==> config.mk <==
export PLATFORM = sky130hd
export DESIGN_NAME = argmax_cell
export DESIGN_NICKNAME = d
export VERILOG_FILES = /design/src/rtl/argmax_cell_pkg.sv /design/src/rtl/argmax_select.sv /design/src/rtl/argmax_cell.sv
export SDC_FILE = /design/constraint.sdc
export NUM_CORES = 1
export LEC_CHECK = 0
export ABC_AREA = 1
export CAP_MARGIN = 40
export CORE_ASPECT_RATIO = 1.5
export CORE_MARGIN = 3
export CORE_UTILIZATION = 42
export CTS_BUF_LIST = sky130_fd_sc_hd__clkbuf_4
export CTS_CLUSTER_DIAMETER = 30
export DETAILED_ROUTE_END_ITERATION = 7
export PLACE_DENSITY = 0.69
export SYNTH_ARGS = -nofsm -noshare
export SYNTH_HDL_FRONTEND = slang
export SYNTH_SLANG_ARGS = --single-unit
==> constraint.sdc <==
create_clock -name clk -period 5.45 [get_ports clk]
set_input_delay 1.3625 -clock clk [delete_from_list [all_inputs] [get_ports clk]]
set_output_delay 1.3625 -clock clk [all_outputs]
set_load 0.01 [all_outputs]
==> src/rtl/argmax_cell_pkg.sv <==
// argmax_cell_pkg: shared width default and unsigned compare helper for the arg-max datapath
package argmax_cell_pkg;
  localparam int DATA_WIDTH_DEFAULT = 32;
  localparam int CMP_WIDTH = 64;
  function automatic logic is_greater(input logic [CMP_WIDTH-1:0] a, input logic [CMP_WIDTH-1:0] b);
    return a > b;
  endfunction
endpackage

==> src/rtl/argmax_select.sv <==
// argmax_select: picks the incoming (value, index) on a frame restart or a strictly larger value
module argmax_select
  import argmax_cell_pkg::*;
#(
  parameter int DATA_WIDTH = DATA_WIDTH_DEFAULT
) (
  input  logic                  restart,
  input  logic [DATA_WIDTH-1:0] new_value,
  input  logic [DATA_WIDTH-1:0] new_index,
  input  logic [DATA_WIDTH-1:0] old_value,
  input  logic [DATA_WIDTH-1:0] old_index,
  output logic [DATA_WIDTH-1:0] sel_value,
  output logic [DATA_WIDTH-1:0] sel_index
);
  logic take;
  always_comb begin
    take = restart || is_greater(CMP_WIDTH'(new_value), CMP_WIDTH'(old_value));
    sel_value = take ? new_value : old_value;
    sel_index = take ? new_index : old_index;
  end
endmodule

==> src/rtl/argmax_cell.sv <==
// argmax_cell: streaming arg-max over WEIGHT_AMOUNT elements, flags the winner while the last one is presented
module argmax_cell
  import argmax_cell_pkg::*;
#(
  parameter int DATA_WIDTH = DATA_WIDTH_DEFAULT,
  parameter int WEIGHT_AMOUNT = 2
) (
  input  logic                  clk,
  input  logic                  rst,
  input  logic [DATA_WIDTH-1:0] input_index,
  input  logic [DATA_WIDTH-1:0] input_value,
  input  logic                  input_enable,
  output logic [DATA_WIDTH:0]   output_result
);
  localparam logic [DATA_WIDTH-1:0] LAST = DATA_WIDTH'(WEIGHT_AMOUNT - 1);
  logic [DATA_WIDTH-1:0] max_value, max_index, cand_value, cand_index;
  logic accepted;
  assign accepted = input_enable && (input_index <= LAST);
  argmax_select #(.DATA_WIDTH(DATA_WIDTH)) u_select (
    .restart  (input_index == '0),
    .new_value(input_value),
    .new_index(input_index),
    .old_value(max_value),
    .old_index(max_index),
    .sel_value(cand_value),
    .sel_index(cand_index)
  );
  always_ff @(posedge clk) begin
    if (rst) begin
      max_value <= '0;
      max_index <= '0;
    end else if (accepted) begin
      max_value <= cand_value;
      max_index <= cand_index;
    end
  end
  assign output_result = (accepted && !rst && input_index == LAST) ? {1'b1, cand_index} : '0;
endmodule

Word level (Yosys, flattened, before mapping)
Cells that the tools add are included.

operators by class
  reductions and logical operators = 7
  equal/unequal tests = 1
  muxes and demuxes = 2
  order comparisons = 2

operator list
  cell                                                             count
  2-to-1 mux 33 bit                                                1
  == test 32 x 1 -> 1 bit, second input constant                   1
  > comparator 32 bit                                              1
  less-or-equal comparator 32 x 1 -> 1 bit, second input constant  1
  logical NOT 32 bit                                               1
  2-to-1 mux 32 bit                                                1
  logical AND 1 bit                                                3
  AND reduction 2 bit                                              1
  logical NOT 1 bit                                                1
  logical OR 1 bit                                                 1

storage, ports and cells
  word-level logic and storage cells = 14
  input port bits = 67
  output and inout bits = 33
  register bits after elaboration = 64

Depth between registers and ports, before layout
  word-level depth = 5
  mapped depth = 19
  gate-level depth less buffers = 19

Modules after synthesis
Synthesis repeated with hierarchy kept, for this count alone.

second synthesis, totals
  cell total of the unflattened synthesis = 845
  area total of the unflattened synthesis = 5377.7 um^2

modules (own cells, without submodules)
  module         seq. area each (um^2)  instances  cells an instance  area an instance (um^2)
  argmax_cell    1281.2                 1          490                3129.3
  argmax_select  0.0                    1          355                2248.4

Worst setup path after synthesis
No wires, ideal clock.

  path kind = in2out
  start = in input_value[31]
  end = out output_result[0]
  setup slack = 1.248 ns
  required time = 4.088 ns
  stages on the path = 13
  path buffers = 2
  arrival time = 2.839 ns
  cells stage by stage = ha_1 nand2_1 nor2_1 nand2_1 nor2_1 nand2_1 nand2_1 nand2_1 nand2_2 buf_4 buf_6 nand2_1 a21oi_1

on the way
  word-level cells in the longest chain between the ends = 4

ends and longest elaborated chain
  element              RTL line              source
  from (decl)          argmax_cell.sv:11     input logic [DATA_WIDTH-1:0] input_value,
  > comparator 32 bit  argmax_cell_pkg.sv:6  return a > b;
  logical OR 1 bit     argmax_select.sv:17   take = restart || is_greater(CMP_WIDTH'(new_value), CMP_WIDTH'(old_value));
  2-to-1 mux 32 bit    argmax_select.sv:19   sel_index = take ? new_index : old_index;
  2-to-1 mux 33 bit    argmax_cell.sv:37     assign output_result = (accepted && !rst && input_index == LAST) ? {1'b1, cand_index} : '0;
  to (decl)            argmax_cell.sv:13     output logic [DATA_WIDTH:0] output_result

No other way between the ends.

Final worst setup path
  start = in input_value[7]
  end = out output_result[25]

Same word-level chain as after synthesis.

==> out/metrics.cfg <==
[pwr]
cellLeakagePower_nw = 2.279
ir_worst_vdd_v = 0.0001133
total_power_w = 0.0009783
power_density_nw_per_um2 = 194.2

[layout]
post-route-cell-area_um2 = 5039
nNetsFinal = 756
drive_above_1_share_pct = 4.230
flow.area_growth_from_synthesis_pct = 33.61
num_antenna_cells = 0
final_core_utilization_pct = 58.81
layout.filler_cells = 825

[clock_tree]
clkSlewWorstSetupHoldPaths_ns = 0.10
ctsHtreeMaxLevel = 3
cts_tree = yes
cts_num_sinks = 64
clock_path_buffers = 2
cts_buffers = 9
post_cts_hold_buffer_count = 0
worstSkewPairLatency_ns = 0.43
clockRootBuffer = sky130_fd_sc_hd__clkbuf_4

[place]
post_dp_cell_area_um2 = 4832
dpl.hpwl_um = 6547
portBuffers = 99
place.gp.congestion = 0.7817

[critical_path]
critical_path_peak_fanout = 26
critPathCaptureType = primary output
crit_path_start_kind = primary input
worst_ep_arrival_time_ns = 3.91
worstPathRequired_ns = 4.09
setup.worst_path.class = in2out

[yosys]
syn-num-nets = 668
synth.avg_cell_area_um2 = 6.628
synth_edf_count = 0
ys_async_sr_fraction_pct = 0
synth_top_cells_by_area = sky130_fd_sc_hd__dfxtp_1, sky130_fd_sc_hd__nor2_1, sky130_fd_sc_hd__nand2_1
synth-seq-cells = 64
synth_area_um2 = 3771
yosysMostFrequentCell = sky130_fd_sc_hd__nor2_1
synthCells = 569
yosys.cell_types.count = 23
postSynth.topFlopCell = sky130_fd_sc_hd__dfxtp_1
synth_top_area_cell = sky130_fd_sc_hd__dfxtp_1
synth.top_cells.by_count = sky130_fd_sc_hd__nor2_1, sky130_fd_sc_hd__nand2_1, sky130_fd_sc_hd__dfxtp_1, sky130_fd_sc_hd__inv_1, sky130_fd_sc_hd__a21oi_1
synth.yosys.warnings = 0
synth.top_cell.area_share_pct = 33.97
synth_sequential_area_ratio_pct = 33.97

[die]
floorplan.io_pins = 100
std_cell_core_area_um2 = 8567
num_rows = 41
chipHeight_um = 122.1
initial_cell_density_of_the_core_pct = 44.02
dieWidth_um = 83.37
fp.dieArea_um2 = 10180

[run_status]
status = completed

[global_route]
grt.total_usage_pct = 19.09
antenna_found_initial = 0
grt_pass1_vias = 3642
grt_first_pass_wirelength_um = 15970
grt_ovf = 0
maximum_number_of_pins_on_one_net_before_global_route_repair = 66

[hold_path]
hp-class = reg2reg

[sta]
maxSlewViolCount = 0
min_cycle_time_layout_ns = 5.268
maxClockFrequency_ghz = 0.1898
finalHoldViolCount = 0
setup-violations-final = 0
tightestPinTransition_ns = 0.6541
fin_skew_ns = 0.01378
rsz0062_at_grt = true
tightest_slew_margin_relative_to_the_limit_pct = 56.40
final.period_utilization_pct = 96.66

[route]
detailroute.via_count = 3790
wl_um = 9430
drt.antenna.violating_nets = 0
wire_per_inst_um = 12.26
route.detailed.drc = 0
drt_iter0_drc = 165
first_pass_iters = 4
vias_per_cell = 4.928

[flow_run]
max-cap-violations = 0

-- report_power, final --
part | total, W | internal, W | switching (W) | leakage [nW]
registers | 0.000467 | 0.000467 | 0.0000000000000550 | 0.515
clock network | 0.000365 | 0.000192 | 0.000173 | 0.0836
logic | 0.000146 | 0.0000748 | 0.0000708 | 1.68
total | 0.000978 | 0.000734 | 0.000244 | 2.28
-- area by class of cell --
class                   instances  area [um^2]  area share [%]
clock buffers                  11        82.58           1.639
clock inverters                 5        71.32           1.415
inverters                      48        180.2           3.576
multi-input cells             425         2143           42.54
flip-flops and latches         64         1281           25.43
well taps                     107        133.9           2.657
repair buffers                109         1146           22.75
-- registers in the layout, summed over array words and instances (netlist names) --
register,count
max_index,32
max_value,32
-- final timing paths --
path / start / endpoint / slack (ns) / cells past startpoint
worst max register to register: max_value[7] / max_value[28] / 2.87 / 17
worst min register to register: max_index[25] / max_index[25] / 0.44 / 2
worst min-delay path: max_index[25] / max_index[25] / 0.44 / 2
worst max-delay path: input_value[7] / output_result[25] / 0.18 / 16
-- metal layers --
| layer | global-route usage, % | vias to the layer above | wire length [um] |
|---|---|---|---|
| met5 | 0 | - | 0 |
| met4 | 6.953 | 0 | 117 |
| met3 | 5.616 | 9 | 532 |
| met2 | 33.58 | 82 | 4721 |
| met1 | 21.90 | 1718 | 4058 |
| li1 | - | 1981 | - |
-- through the flow --
step           setup slack (ns)  std cells  TNS [ns]  hold slack [ns]
6_report                 0.1822        769         0           0.4374
5_1_grt                -0.02799        769  -0.02799           0.4545
4_1_cts                  0.1054        769         0           0.4408
3_5_place_dp             0.1641        753         0           0.4239
3_3_place_gp             0.1502        752         0           0.4230
2_1_floorplan             1.248        569         0           0.4149
-- kinds of logic after synthesis --
| kind of cell | count (synthesis) | synth area share [%] |
|---|---|---|
| simple gates | 311 | 34.94 |
| flops | 64 | 33.97 |
| buf+inv | 80 | 9.456 |
| compound gates | 82 | 11.02 |
| fa+ha+maj | 32 | 10.62 |
-- critical path: stages --
cell and delay [ns]:
sky130_fd_sc_hd__clkdlybuf4s50_1 0.43, sky130_fd_sc_hd__ha_1 0.32, sky130_fd_sc_hd__a21o_1 0.18, sky130_fd_sc_hd__nor2_1 0.12, sky130_fd_sc_hd__nand2_1 0.07, sky130_fd_sc_hd__nand2_1 0.05, sky130_fd_sc_hd__nand2_1 0.07, sky130_fd_sc_hd__nand2_1 0.07
sky130_fd_sc_hd__nand2_1 0.06, sky130_fd_sc_hd__nand2_1 0.09, sky130_fd_sc_hd__nand2_2 0.08, sky130_fd_sc_hd__inv_1 0.12, sky130_fd_sc_hd__buf_12 0.18, sky130_fd_sc_hd__nor2_1 0.05, sky130_fd_sc_hd__nor2_1 0.10, sky130_fd_sc_hd__clkdlybuf4s50_1 0.54
-- cells in the final DEF, fill, tap and decap left out, types with 3 or more instances in the layout --
| cell | n |
|---|---|
| sky130_fd_sc_hd__nor2_1 | 148 |
| sky130_fd_sc_hd__nand2_1 | 114 |
| sky130_fd_sc_hd__clkdlybuf4s50_1 | 83 |
| sky130_fd_sc_hd__dfxtp_1 | 64 |
| sky130_fd_sc_hd__inv_1 | 47 |
| sky130_fd_sc_hd__a21oi_1 | 46 |
| sky130_fd_sc_hd__o21ai_0 | 33 |
| sky130_fd_sc_hd__ha_1 | 32 |
| sky130_fd_sc_hd__nand3b_1 | 31 |
| sky130_fd_sc_hd__dlymetal6s2s_1 | 16 |
| sky130_fd_sc_hd__clkbuf_4 | 11 |
| sky130_fd_sc_hd__buf_4 | 6 |
| sky130_fd_sc_hd__nand3_1 | 5 |
| sky130_fd_sc_hd__clkinv_1 | 4 |
| sky130_fd_sc_hd__nor3_1 | 3 |
| sky130_fd_sc_hd__nand4_1 | 3 |
-- repair_timing --
| item | CTS | global route |
|---|---|---|
| resized for setup | 0 | 20 |
| setup buffers | 0 | 0 |
| endpoints found under the setup margin | 0 | 29 |
| hold endpoints to repair | 0 | 0 |
No activity file was read; power rests on OpenSTA's default activity.
